$ cat config.mk
export PLATFORM = sky130hd
export DESIGN_NAME = usb_tx_fifo
export DESIGN_NICKNAME = d
export VERILOG_FILES = /design/src/rtl/usb_pkg.sv /design/src/rtl/usb_tx_fifo_mem.sv /design/src/rtl/usb_tx_fifo.sv
export SDC_FILE = /design/constraint.sdc
export NUM_CORES = 1
export LEC_CHECK = 0
export BUFFER_PORTS_ARGS = -buffer_cell sky130_fd_sc_hd__buf_4
export CORE_MARGIN = 5
export CORE_UTILIZATION = 50
export CTS_CLUSTER_SIZE = 8
export DETAILED_ROUTE_END_ITERATION = 7
export HOLD_SLACK_MARGIN = 0.06
export PLACE_DENSITY = 0.8
export REMOVE_ABC_BUFFERS = 1
export SYNTH_ARGS = -nofsm -noshare
export SYNTH_HDL_FRONTEND = slang
export SYNTH_SLANG_ARGS = --single-unit
$ cat constraint.sdc
create_clock -name clk -period 4 [get_ports clk]
set_clock_uncertainty 0.2 [all_clocks]
set_input_delay 0.4 -clock clk [delete_from_list [all_inputs] [get_ports clk]]
set_output_delay 0.4 -clock clk [all_outputs]
set_load 0.005 [all_outputs]
$ cat src/rtl/usb_pkg.sv
// Shared types and constants for the USB transmit path.
// Used by usb_tx_fifo and usb_tx_fifo_mem.
package usb_pkg;

    typedef logic [15:0] usb_word_t;

    localparam logic [7:0] USB_PAD_BYTE = 8'h00;

    typedef enum logic {
        PK_IDLE = 1'b0,
        PK_HALF = 1'b1
    } pack_state_e;

    // Little-endian pairing: the earlier byte lands in the low half of the word.
    function automatic usb_word_t pack_word(input logic [7:0] first_byte,
                                            input logic [7:0] second_byte);
        return {second_byte, first_byte};
    endfunction

endpackage

$ cat src/rtl/usb_tx_fifo_mem.sv
// Circular word store for the USB TX FIFO.
// Holds the pointers, the occupancy count and the show-ahead head word.
import usb_pkg::*;

module usb_tx_fifo_mem #(
    parameter int DEPTH = 8,
    localparam int ADDR_W = $clog2(DEPTH)
) (
    input  logic              clk,
    input  logic              n_rst,
    input  logic              clear,
    input  logic              push,
    input  usb_word_t         push_data,
    input  logic              pop_req,
    output usb_word_t         head_data,
    output logic              empty,
    output logic              full,
    output logic [ADDR_W:0]   count
);

    localparam logic [ADDR_W:0] COUNT_ONE  = (ADDR_W + 1)'(1);
    localparam logic [ADDR_W:0] COUNT_FULL = (ADDR_W + 1)'(DEPTH);
    localparam logic [ADDR_W-1:0] PTR_ONE  = ADDR_W'(1);

    usb_word_t         mem_q [DEPTH];
    logic [ADDR_W-1:0] wptr_q, wptr_d;
    logic [ADDR_W-1:0] rptr_q, rptr_d;
    logic [ADDR_W:0]   count_q, count_d;
    logic              do_push;
    logic              do_pop;

    assign empty = (count_q == '0);
    assign full  = (count_q == COUNT_FULL);
    assign count = count_q;

    assign head_data = empty ? usb_word_t'(16'h0000) : mem_q[rptr_q];

    // A pop on an empty queue is dropped; the caller never pushes while full.
    assign do_push = push && !full && !clear;
    assign do_pop  = pop_req && !empty && !clear;

    always_comb begin
        wptr_d  = wptr_q;
        rptr_d  = rptr_q;
        count_d = count_q;
        if (clear) begin
            wptr_d  = '0;
            rptr_d  = '0;
            count_d = '0;
        end else begin
            if (do_push) begin
                wptr_d = wptr_q + PTR_ONE;
            end
            if (do_pop) begin
                rptr_d = rptr_q + PTR_ONE;
            end
            case ({do_push, do_pop})
                2'b10:   count_d = count_q + COUNT_ONE;
                2'b01:   count_d = count_q - COUNT_ONE;
                default: count_d = count_q;
            endcase
        end
    end

    always_ff @(posedge clk or negedge n_rst) begin
        if (!n_rst) begin
            wptr_q  <= '0;
            rptr_q  <= '0;
            count_q <= '0;
        end else begin
            wptr_q  <= wptr_d;
            rptr_q  <= rptr_d;
            count_q <= count_d;
        end
    end

    // Storage is deliberately left out of reset and flush; stale words are masked by the count.
    always_ff @(posedge clk) begin
        if (do_push) begin
            mem_q[wptr_q] <= push_data;
        end
    end

endmodule

$ cat src/rtl/usb_tx_fifo.sv
// Byte-to-word packer plus circular FIFO feeding the USB TX stage.
// Define USB_TX_FIFO_ERR_EN to add sticky overflow_err/underflow_err outputs.
import usb_pkg::*;

module usb_tx_fifo #(
    parameter int DEPTH = 8,
    localparam int ADDR_W = $clog2(DEPTH)
) (
    input  logic              clk,
    input  logic              n_rst,
    input  logic              fifo_clear,
    input  logic [7:0]        wr_byte,
    input  logic              wr_valid,
    input  logic              wr_last,
    output logic              wr_ready,
    input  logic              read_enable,
    output logic [15:0]       tx_data,
    output logic              transmit_empty,
`ifdef USB_TX_FIFO_ERR_EN
    output logic              overflow_err,
    output logic              underflow_err,
`endif
    output logic [ADDR_W:0]   word_count
);

    pack_state_e state_q, state_d;
    logic [7:0]  half_byte_q, half_byte_d;
    logic        accept;
    logic        push;
    usb_word_t   push_word;
    usb_word_t   head_word;
    logic        fifo_empty;
    logic        fifo_full;

    // Back-pressure only when the incoming byte would complete a word and there is no room.
    assign wr_ready = !(fifo_full && ((state_q == PK_HALF) || wr_last));
    assign accept   = wr_valid && wr_ready && !fifo_clear;
    assign push     = accept && ((state_q == PK_HALF) || wr_last);

    always_comb begin
        push_word = pack_word(wr_byte, USB_PAD_BYTE);
        if (state_q == PK_HALF) begin
            push_word = pack_word(half_byte_q, wr_byte);
        end
    end

    always_comb begin
        state_d     = state_q;
        half_byte_d = half_byte_q;
        if (fifo_clear) begin
            state_d     = PK_IDLE;
            half_byte_d = '0;
        end else if (accept) begin
            case (state_q)
                PK_IDLE: begin
                    if (!wr_last) begin
                        state_d     = PK_HALF;
                        half_byte_d = wr_byte;
                    end
                end
                PK_HALF: state_d = PK_IDLE;
                default: state_d = PK_IDLE;
            endcase
        end
    end

    always_ff @(posedge clk or negedge n_rst) begin
        if (!n_rst) begin
            state_q     <= PK_IDLE;
            half_byte_q <= '0;
        end else begin
            state_q     <= state_d;
            half_byte_q <= half_byte_d;
        end
    end

    usb_tx_fifo_mem #(
        .DEPTH (DEPTH)
    ) u_mem (
        .clk       (clk),
        .n_rst     (n_rst),
        .clear     (fifo_clear),
        .push      (push),
        .push_data (push_word),
        .pop_req   (read_enable),
        .head_data (head_word),
        .empty     (fifo_empty),
        .full      (fifo_full),
        .count     (word_count)
    );

    assign tx_data        = head_word;
    assign transmit_empty = fifo_empty;

`ifdef USB_TX_FIFO_ERR_EN
    logic overflow_q, overflow_d;
    logic underflow_q, underflow_d;

    always_comb begin
        overflow_d  = overflow_q;
        underflow_d = underflow_q;
        if (fifo_clear) begin
            overflow_d  = 1'b0;
            underflow_d = 1'b0;
        end else begin
            if (wr_valid && !wr_ready) begin
                overflow_d = 1'b1;
            end
            if (read_enable && fifo_empty) begin
                underflow_d = 1'b1;
            end
        end
    end

    always_ff @(posedge clk or negedge n_rst) begin
        if (!n_rst) begin
            overflow_q  <= 1'b0;
            underflow_q <= 1'b0;
        end else begin
            overflow_q  <= overflow_d;
            underflow_q <= underflow_d;
        end
    end

    assign overflow_err  = overflow_q;
    assign underflow_err = underflow_q;
`endif

endmodule
==> impl_metrics.yaml, run 1 <==
route:
  wl_per_cell_um: 21.10
  vias: 3224
  ant_nets: 0
  dr.pass1.iters: 5
  wirelength_mm: 11.78
  drtIter0Drc: 245
  remaining_drc_errors: 0
  avgViaCountPerCell: 5.778
timing:
  hold_slack_ns: 0.1338
  clock.fmax_mhz: 318.0
  worst_pin_slew_ns: 1.170
  final_max_slew_viol_count: 0
  setup_viol: 0
  hold_viol_final: 0
  fin_crit_sh_pct: 78.62
  worst_slew_margin_rel_pct: 21.99
  rsz0062_at_grt: "no"
  fin_crit_ns: 3.145
  setup_tns_ns: 0
synthesis:
  synthArstFlopShare_pct: 12.93
  seq_area_frac_synth_pct: 71.15
  synth_edf_count: 128
  synthCells: 340
  synth_cell_types: 38
  synth_flop_cell: "edfxtp_1"
  yosysWarnings: 0
  syn_area_um2: 6071
  ys_seq_elements: 147
  syn_avg_cell_area_um2: 17.86
job:
  maxCapViolCount: 0
global_routing:
  grt-ovfl-total: 0
  grt_pass1_wl_mm: 18.68
  grt_max_degree: 35
  grt_usage_pct: 17.88
  antenna_found_initial: 0
  grt_pass1_vias: 3295
final_layout:
  diodes: 0
  layout.nets: 417
  final_layout_size_suffix_gt1_share_pct: 30.90
  syn2layout_area_growth_pct: 19.21
  fillers: 825
min_path:
  min_delay_path_depth: 2
  hp-class: "in -> reg"
  hold_path_end: "half_byte_q[3]"
  min_from: "fifo_clear"
floorplan:
  ios: 36
  die_w_um: 120.2
  coreArea_um2: 11960
  dieArea_um2: 14450
  chipHeight_um: 120.2
  num_rows: 40
  initial_core_util_pct: 50.75
clocking:
  clkTransAtPathRegs_ns: 0.06
  cts_tree: "yes"
  cts_buffers: 17
  clockBufferDepth: 2
  htree_num_levels: 4
  clock_latency_ns: 0.41
  clockRootBuffer: "clkbuf_16"
  postCtsSetupRepairBufs: 0
  clkSinkCount: 147
placement:
  place_congestion: 0.8475
  io_buffers: 35
  dp.final_hpwl_mm: 6.915
worst_setup_path:
  rr_endpoint: "u_mem.mem_q[7][1]"
  crit_type: "reg -> out"
  required_ns: 3.40
  worst_setup_path_start_kind: "flip-flop"
  r2r_setup_slack_ns: 1.19
  ff2ff_path_depth: 5
  critPathArrivalTime_ns: 2.54
  endpoint_kind: "output pin"
  cp_max_fo: 23
  r2r-start: "state_q"
power:
  leakage_uw: 0.002495
  power_density_nw_per_um2: 588.6
  ir_worst_vdd_mv: 0.3147
status:
  status: "completed"
worst max-delay path by stage:
stage	start	to	slack (ns)	depth (start not counted)
2_1_floorplan	state_q	u_mem.mem_q[0][0]	0.84	3
3_3_place_gp	u_mem.rptr_q[0]	tx_data[9]	1.27	5
3_5_place_dp	u_mem.rptr_q[0]	tx_data[9]	1.22	5
4_1_cts	u_mem.rptr_q[0]	tx_data[9]	0.77	5
5_1_grt	u_mem.rptr_q[0]	tx_data[9]	0.64	5
6_report	u_mem.rptr_q[0]	tx_data[9]	0.86	5
cells in the final DEF (no fill, tap or decap), types with 2 or more instances in the layout:
| cell | n |
|---|---|
| a21oi_1 | 12 |
| and2_1 | 9 |
| buf_4 | 49 |
| bufinv_16 | 4 |
| clkbuf_1 | 2 |
| clkbuf_16 | 17 |
| clkinv_2 | 5 |
| clkinvlp_4 | 2 |
| dfrtp_1 | 18 |
| dlygate4sd3_1 | 9 |
| edfxtp_1 | 128 |
| ha_1 | 4 |
| mux2_2 | 8 |
| mux2i_1 | 17 |
| mux4_2 | 32 |
| nand2_1 | 22 |
| nand2b_1 | 2 |
| nand3_1 | 4 |
| nor2_1 | 32 |
| nor3_1 | 3 |
| nor3_2 | 2 |
| o21a_1 | 2 |
| o21ai_0 | 3 |
| o21ai_1 | 2 |
| xnor2_1 | 2 |
| xor2_1 | 4 |
what timing repair did:
item / 4_1_cts / 5_1_grt
hold buffers: 9 / 0
hold endpoints to repair: 27 / 0
resized for setup: 0 / 0
synthesized netlist by cell type, types with 3 or more instances:
| cell | n | area share (%) |
|---|---|---|
| nand2_1 | 22 | 1.4 |
| buf_2 | 5 | 0.41 |
| mux4_2 | 32 | 12 |
| xor2_1 | 4 | 0.58 |
| edfxtp_1 | 128 | 63 |
| and2_1 | 9 | 0.93 |
| mux2_2 | 8 | 1.5 |
| dfrtp_1 | 19 | 7.8 |
| ha_1 | 4 | 0.82 |
| o21ai_0 | 3 | 0.25 |
| nand3_1 | 4 | 0.33 |
| mux2i_1 | 17 | 2.8 |
| a21oi_1 | 12 | 0.99 |
| nor3_1 | 5 | 0.41 |
| clkbuf_1 | 10 | 0.62 |
| nor2_1 | 32 | 2.0 |
power breakdown:
group | switching [uW] | internal (uW) | total (uW)
registers | 104 | 1720 | 1820
clock network | 564 | 1030 | 1590
logic | 384 | 457 | 841
cells by family after synthesis:
group           Yosys count  share of synthesized area, %
mux                      58                         16.41
xor+xnor                  6                        0.8656
fa+ha+maj                 4                        0.8244
flops                   147                         71.15
compound gates           26                         2.782
buf+inv                  19                         1.587
simple gates             80                         6.389
layout make-up:
cell class                      count  area [um2]  area share (%)
Inverter                            1       3.754         0.05187
Clock inverter                     12       163.9           2.265
Timing Repair Buffer               58       457.9           6.328
Tap cell                          147       183.9           2.541
Clock buffer                       19       432.9           5.982
Sequential cell                   147        4320           59.70
Multi-Input combinational cell    174        1674           23.13
registers in the layout (all words and copies together), names as in the netlist:
signal and flops:
u_mem.mem_q 128, half_byte_q 8, u_mem.count 4, u_mem.rptr_q 3, u_mem.wptr_q 3, state_q 1
metrics by stage:
| stage | utilization [%] | total power, uW | cell area [um2] | std cells | setup WS [ns] |
|---|---|---|---|---|---|
| floorplan | - | 2304 | 5978 | 322 | 0.8359 |
| global placement | 54.76 | 2684 | 6550 | 518 | 1.274 |
| detailed placement | 54.76 | 2704 | 6550 | 518 | 1.217 |
| CTS | 60.50 | 4300 | 7237 | 558 | 0.7691 |
| global route | 60.50 | 4458 | 7237 | 558 | 0.6372 |
| finish | 60.50 | 4259 | 7237 | 558 | 0.8554 |
per-layer routing:
layer  vias up  routed length (um)  global-route usage [%]
met3        17                 799                   4.864
met4         0                 225                   6.084
li1       1453                   -                       -
met1      1627                4671                   22.70
met5         -                   0                       0
met2       127                6080                   29.96
critical path, cell delays in order (launching register included):
cell	delay, ns
dfrtp_2	0.87
buf_4	0.31
mux4_2	0.52
mux2i_1	0.21
nor2_1	0.07
buf_4	0.14
(Power assumes the default switching activity.)
==> run 2: changes to the inputs <==
==> constraint.sdc (replaced) <==
create_clock -name clk -period 3.2 [get_ports clk]
set_clock_uncertainty 0.2 [all_clocks]
set_input_delay 0.32 -clock clk [delete_from_list [all_inputs] [get_ports clk]]
set_output_delay 0.32 -clock clk [all_outputs]
set_load 0.005 [all_outputs]
==> impl_metrics.yaml, run 2 (synthesis gave the netlist of run 1 again) <==
floorplan:
  dieArea_um2: 14450
  initial_core_util_pct: 50.75
  coreArea_um2: 11960
  die_w_um: 120.2
  ios: 36
  chipHeight_um: 120.2
  num_rows: 40
timing:
  setup_tns_ns: 0
  clock.fmax_mhz: 356.1
  worst_slew_margin_rel_pct: 41.26
  fin_crit_ns: 2.808
  setup_viol: 0
  hold_viol_final: 0
  worst_pin_slew_ns: 0.8812
  final_max_slew_viol_count: 0
  hold_slack_ns: 0.07912
  fin_crit_sh_pct: 87.76
  setup_ws_ns: 0.3918
  rsz0062_at_grt: "no"
global_routing:
  grt_pass1_wl_mm: 19.45
  grt_max_degree: 29
  grt-ovfl-total: 0
  antenna_found_initial: 0
  grt_usage_pct: 18.54
  grt_pass1_vias: 3461
clocking:
  clkTransAtPathRegs_ns: 0.06
  clkSinkCount: 147
  cts_buffers: 17
  cts_tree: "yes"
  htree_num_levels: 4
  clockBufferDepth: 2
  postCtsSetupRepairBufs: 0
  clock_latency_ns: 0.42
  clockRootBuffer: "clkbuf_16"
final_layout:
  largest_reg_flops: 128
  layout.nets: 423
  final_layout_size_suffix_gt1_share_pct: 30.94
  syn2layout_area_growth_pct: 20.61
  layout.cells.most_common: "edfxtp_1"
  fin_cells: 564
  final_cell_mix: "edfxtp_1, buf_4, mux4_2, nor2_1, nand2_1"
  diodes: 0
  largest_register: "u_mem.mem_q"
placement:
  place_congestion: 0.9162
  dp_slack_ns: 0.4751
  io_buffers: 35
  placedCellCount: 522
  dp.final_hpwl_mm: 6.990
power:
  ir_worst_vdd_mv: 0.4559
  p_switching_uw: 1344
  leakage_uw: 0.002535
  power_density_nw_per_um2: 742.3
  seqPwrFrac_pct: 41.6
  p_int_uw: 4091
  swShare_pct: 24.72
  pwr-share-clk_pct: 38.3
  power_frac_comb_pct: 20.1
min_path:
  hp-class: "in -> reg"
route:
  avgViaCountPerCell: 5.690
  remaining_drc_errors: 0
  drtIter0Drc: 262
  wirelength_mm: 12.39
  vias: 3209
  ant_nets: 0
  dr.pass1.iters: 7
  wl_per_cell_um: 21.97
worst_setup_path:
  critPathArrivalTime_ns: 2.29
  cp_cell_sequence: "buf_12, mux4_2, mux2i_1, nor2_1, buf_4"
  required_ns: 2.68
  worst_setup_path_start_kind: "flip-flop"
  endpoint_kind: "output pin"
  critical-path-max-stage-delay_ns: 0.63
  critPathTopFamily: "multiplexers"
  crit_slowest_cell: "dfrtp_2"
  critPathBufInv: 2
  cp_max_fo: 23
  crit_type: "reg -> out"
job:
  maxCapViolCount: 0
status:
  status: "completed"
[run 2: cell types whose count changed in the layout (fill, tap and decap cells not counted)]
cell and delta:
buf_4 +3, clkinv_1 +3, clkinv_2 -3, dlygate4sd3_1 +2, buf_12 +1, bufinv_16 +1
clkbuf_1 -1
[run 2: worst paths after layout]
| check | startpoint | to | slack, ns | cells past startpoint |
|---|---|---|---|---|
| min in group asynchronous | n_rst | u_mem.count[0] | 0.13 | 2 |
| min reg2reg | half_byte_q[0] | half_byte_q[0] | 0.32 | 2 |
| max reg2reg | u_mem.count[1] | u_mem.count[3] | 0.45 | 7 |
| max | u_mem.rptr_q[0] | tx_data[11] | 0.39 | 5 |
| max in group asynchronous | n_rst | u_mem.rptr_q[0] | 2.42 | 2 |
| min | read_enable | u_mem.rptr_q[1] | 0.08 | 4 |
[run 2: worst reg2reg max path: cells and delay by family, from the launching register on]
kind                     cells  cell delay (ns)
flip-flops                   1             0.55
AO/OA/AOI/OAI                4             1.14
AND/OR/NAND/NOR              1             0.11
adder cells (fa/ha/maj)      1             0.33
multiplexers                 1             0.30
[run 2: metal layers]
layer	vias up	track usage, %	wire length (um)
met2	113	30.45	6532
met5	-	0	0
met4	0	7.874	184
met3	17	5.005	856
met1	1620	23.40	4817
li1	1459	-	-
[run 2: final cells by class]
| class | instances | area [um2] |
|---|---|---|
| fillers | 829 | 4639 |
| flip-flops and latches | 147 | 4320 |
| multi-input cells | 174 | 1674 |
| repair buffers | 64 | 520.5 |
| clock buffers | 18 | 429.2 |
| clock inverters | 13 | 190.2 |
| well taps | 147 | 183.9 |
| inverters | 1 | 3.754 |
[run 2: through the flow]
step	util, %	total power, uW	cell area, um2
final	61.21	5435	7322
after global routing	61.21	5688	7322
after CTS	61.21	5477	7322
after detailed placement	55.12	3398	6593
after global placement	55.12	3362	6593
after floorplan	-	2880	5978
[run 2: power by group through the flow]
stage	clock network (uW)	logic (uW)	registers (uW)
floorplan	0	564	2320
global placement	0	1070	2290
detailed placement	0	1100	2300
CTS	2100	1120	2260
global route	2210	1200	2280
finish	2080	1090	2260
[run 2: repair_timing]
item,in CTS,in global routing
hold endpoints to repair,30,0
resized for setup,0,0
hold buffers,11,0
==> run 3: changes to the inputs <==
--- a/config.mk
+++ b/config.mk
@@ -5,14 +5,15 @@
 export SDC_FILE = /design/constraint.sdc
 export NUM_CORES = 1
 export LEC_CHECK = 0
+export ABC_AREA = 1
 export BUFFER_PORTS_ARGS = -buffer_cell sky130_fd_sc_hd__buf_4
 export CORE_MARGIN = 5
 export CORE_UTILIZATION = 50
 export CTS_CLUSTER_SIZE = 8
 export DETAILED_ROUTE_END_ITERATION = 7
 export HOLD_SLACK_MARGIN = 0.06
+export MAX_ROUTING_LAYER = met4
 export PLACE_DENSITY = 0.8
-export REMOVE_ABC_BUFFERS = 1
 export SYNTH_ARGS = -nofsm -noshare
 export SYNTH_HDL_FRONTEND = slang
 export SYNTH_SLANG_ARGS = --single-unit
==> impl_metrics.yaml, run 3 <==
power:
  pwr-share-clk_pct: 34.1
  power_frac_comb_pct: 26.4
  leakage_uw: 0.002794
  p_int_uw: 3941
  swShare_pct: 29.69
  p_switching_uw: 1664
  power_density_nw_per_um2: 767.5
  seqPwrFrac_pct: 39.5
  ir_worst_vdd_mv: 0.4643
clocking:
  clockRootBuffer: "clkbuf_16"
  clockBufferDepth: 2
  cts_tree: "yes"
  postCtsSetupRepairBufs: 0
  cts_buffers: 17
  clock_latency_ns: 0.42
  clkSinkCount: 147
  htree_num_levels: 4
  cts_resized: 0
  clkTransAtPathRegs_ns: 0.06
route:
  wl_per_cell_um: 18.81
  remaining_drc_errors: 0
  ant_nets: 0
  drtIter0Drc: 541
  vias: 4323
  dr.pass1.iters: 5
  avgViaCountPerCell: 5.764
  wirelength_mm: 14.10
final_layout:
  final_layout_size_suffix_gt1_share_pct: 15.59
  final_cell_mix: "edfxtp_1, nor2_1, o21ai_0"
  largest_reg_flops: 128
  largest_register: "u_mem.mem_q"
  layout.cells.most_common: "edfxtp_1"
  syn2layout_area_growth_pct: 19.00
  final_design_area_no_fill_um2: 7303
  layout.nets: 608
  diodes: 0
synthesis:
  syn_avg_cell_area_um2: 11.41
  syn_nets: 556
  synthArstFlopShare_pct: 12.93
  synthCells: 538
  syn_area_um2: 6137
  synthTopCellsByCount: "edfxtp_1, nor2_1, o21ai_0"
  yosys.area.top_type_share_pct: 62.63
  synth_edf_count: 128
  ys_seq_elements: 147
  seq_area_frac_synth_pct: 70.38
  yosys-top-cells-area: "edfxtp_1, dfrtp_1, o21ai_0"
  yosysWarnings: 0
  synth_most_common_cell: "edfxtp_1"
  yosys.area.top_type: "edfxtp_1"
  synth_flop_cell: "edfxtp_1"
  synth_cell_types: 25
worst_setup_path:
  cp_cell_sequence: "buf_4, o21ai_0, o22ai_1, o21ai_0, a31oi_1, buf_4"
  r2r-start: "u_mem.count[0]"
  cp-startpoint: "u_mem.rptr_q[0]"
  worst_setup_path_start_kind: "flip-flop"
  endpoint_kind: "output pin"
  required_ns: 2.68
  critical-path-max-stage-delay_ns: 0.58
  critPathArrivalTime_ns: 2.24
  crit_slowest_cell: "buf_4"
  cp_max_fo: 65
  crit_type: "reg -> out"
floorplan:
  dieArea_um2: 14590
  chipHeight_um: 120.8
  num_rows: 40
  coreArea_um2: 12010
  die_w_um: 120.8
  initial_core_util_pct: 51.09
  ios: 36
timing:
  fin_crit_sh_pct: 86.21
  clock.fmax_mhz: 362.5
  hold_viol_final: 0
  worst_slew_margin_rel_pct: 38.83
  setup_tns_ns: 0
  hold_slack_ns: 0.1127
  worst_pin_slew_ns: 0.9080
  fin_crit_ns: 2.759
  setup_viol: 0
  rsz0062_at_grt: "no"
  final_max_slew_viol_count: 0
placement:
  place_congestion: 0.9861
  io_buffers: 35
  postPlaceCellArea_um2: 6595
  dp.final_hpwl_mm: 8.009
global_routing:
  grt_pass1_wl_mm: 22.22
  grt_max_degree: 66
  antenna_found_initial: 0
  grt-ovfl-total: 0
  grt_pass1_vias: 4276
  grt_usage_pct: 20.78
status:
  status: "completed"
job:
  maxCapViolCount: 0
min_path:
  hp-class: "in -> async"
run 3: cell count changes in the layout (fill, tap and decap cells not counted), sizes merged, moves of 8 or more:
cell    before  now
a21oi       12    3
o21ai        6   97
mux4        32    0
clkbuf      18   26
mux2i       17    0
mux2         9    0
nor2        32  112
o22ai        0   24
and2         9    0
nand2       22   51
inv          1   46
a31oi        1   16
run 3: critical path: cells and delay by family, from the launching register on:
kind	cells	cell delay [ns]
flip-flops	1	0.36
buffers and inverters	2	0.74
AO/OA/AOI/OAI	4	0.70
run 3: power groups by stage:
stage | sequential (uW) | combinational, uW | clock (uW)
2_1_floorplan | 2240 | 866 | 0
3_3_place_gp | 2240 | 1420 | 0
3_5_place_dp | 2250 | 1470 | 0
4_1_cts | 2210 | 1490 | 1930
5_1_grt | 2220 | 1650 | 2010
6_report | 2210 | 1480 | 1910
run 3: path summary, 6_finish.rpt:
check / end / slack (ns) / cells after the start
max: tx_data[6] / 0.44 / 6
max reg2reg: u_mem.count[3] / 0.75 / 13
max in group asynchronous: u_mem.rptr_q[0] / 2.46 / 2
min in group clk: u_mem.wptr_q[1] / 0.24 / 6
min reg2reg: half_byte_q[1] / 0.34 / 2
min: u_mem.wptr_q[1] / 0.11 / 2
run 3: routing by layer:
| layer | up-vias | GRT usage (%) | routed length (um) |
|---|---|---|---|
| li1 | 2004 | - | - |
| met1 | 2119 | 25.99 | 5753 |
| met2 | 180 | 33.74 | 7057 |
| met3 | 20 | 4.771 | 1056 |
| met5 | - | - | 0 |
| met4 | 0 | 7.011 | 236 |
run 3: through the flow:
step	std cells	util (%)	setup WS, ns	total power [uW]
floorplan	538	-	0.9981	3105
global placement	706	54.91	0.9831	3661
detailed placement	706	54.91	0.8073	3715
CTS	750	60.80	0.4181	5631
global route	750	60.80	0.2873	5880
finish	750	60.80	0.4412	5605
run 3: kinds of logic after synthesis:
family | count (synthesis) | synth area share (%)
fa+ha+maj | 4 | 0.8155
simple gates | 175 | 11.80
compound gates | 141 | 12.42
buf+inv | 71 | 4.587
flops | 147 | 70.38
run 3: what timing repair did:
item	CTS	global route
endpoints found under the hold margin	34	0
hold buffers	12	0
setup endpoints to repair	0	0
run 3: final cells by class:
type	instances	area [um2]
repair buffers	61	513.0
clock buffers	26	554.3
flip-flops and latches	147	4320
clock inverters	6	33.78
multi-input cells	320	1536
well taps	147	183.9
fillers	901	4708
inverters	43	161.4
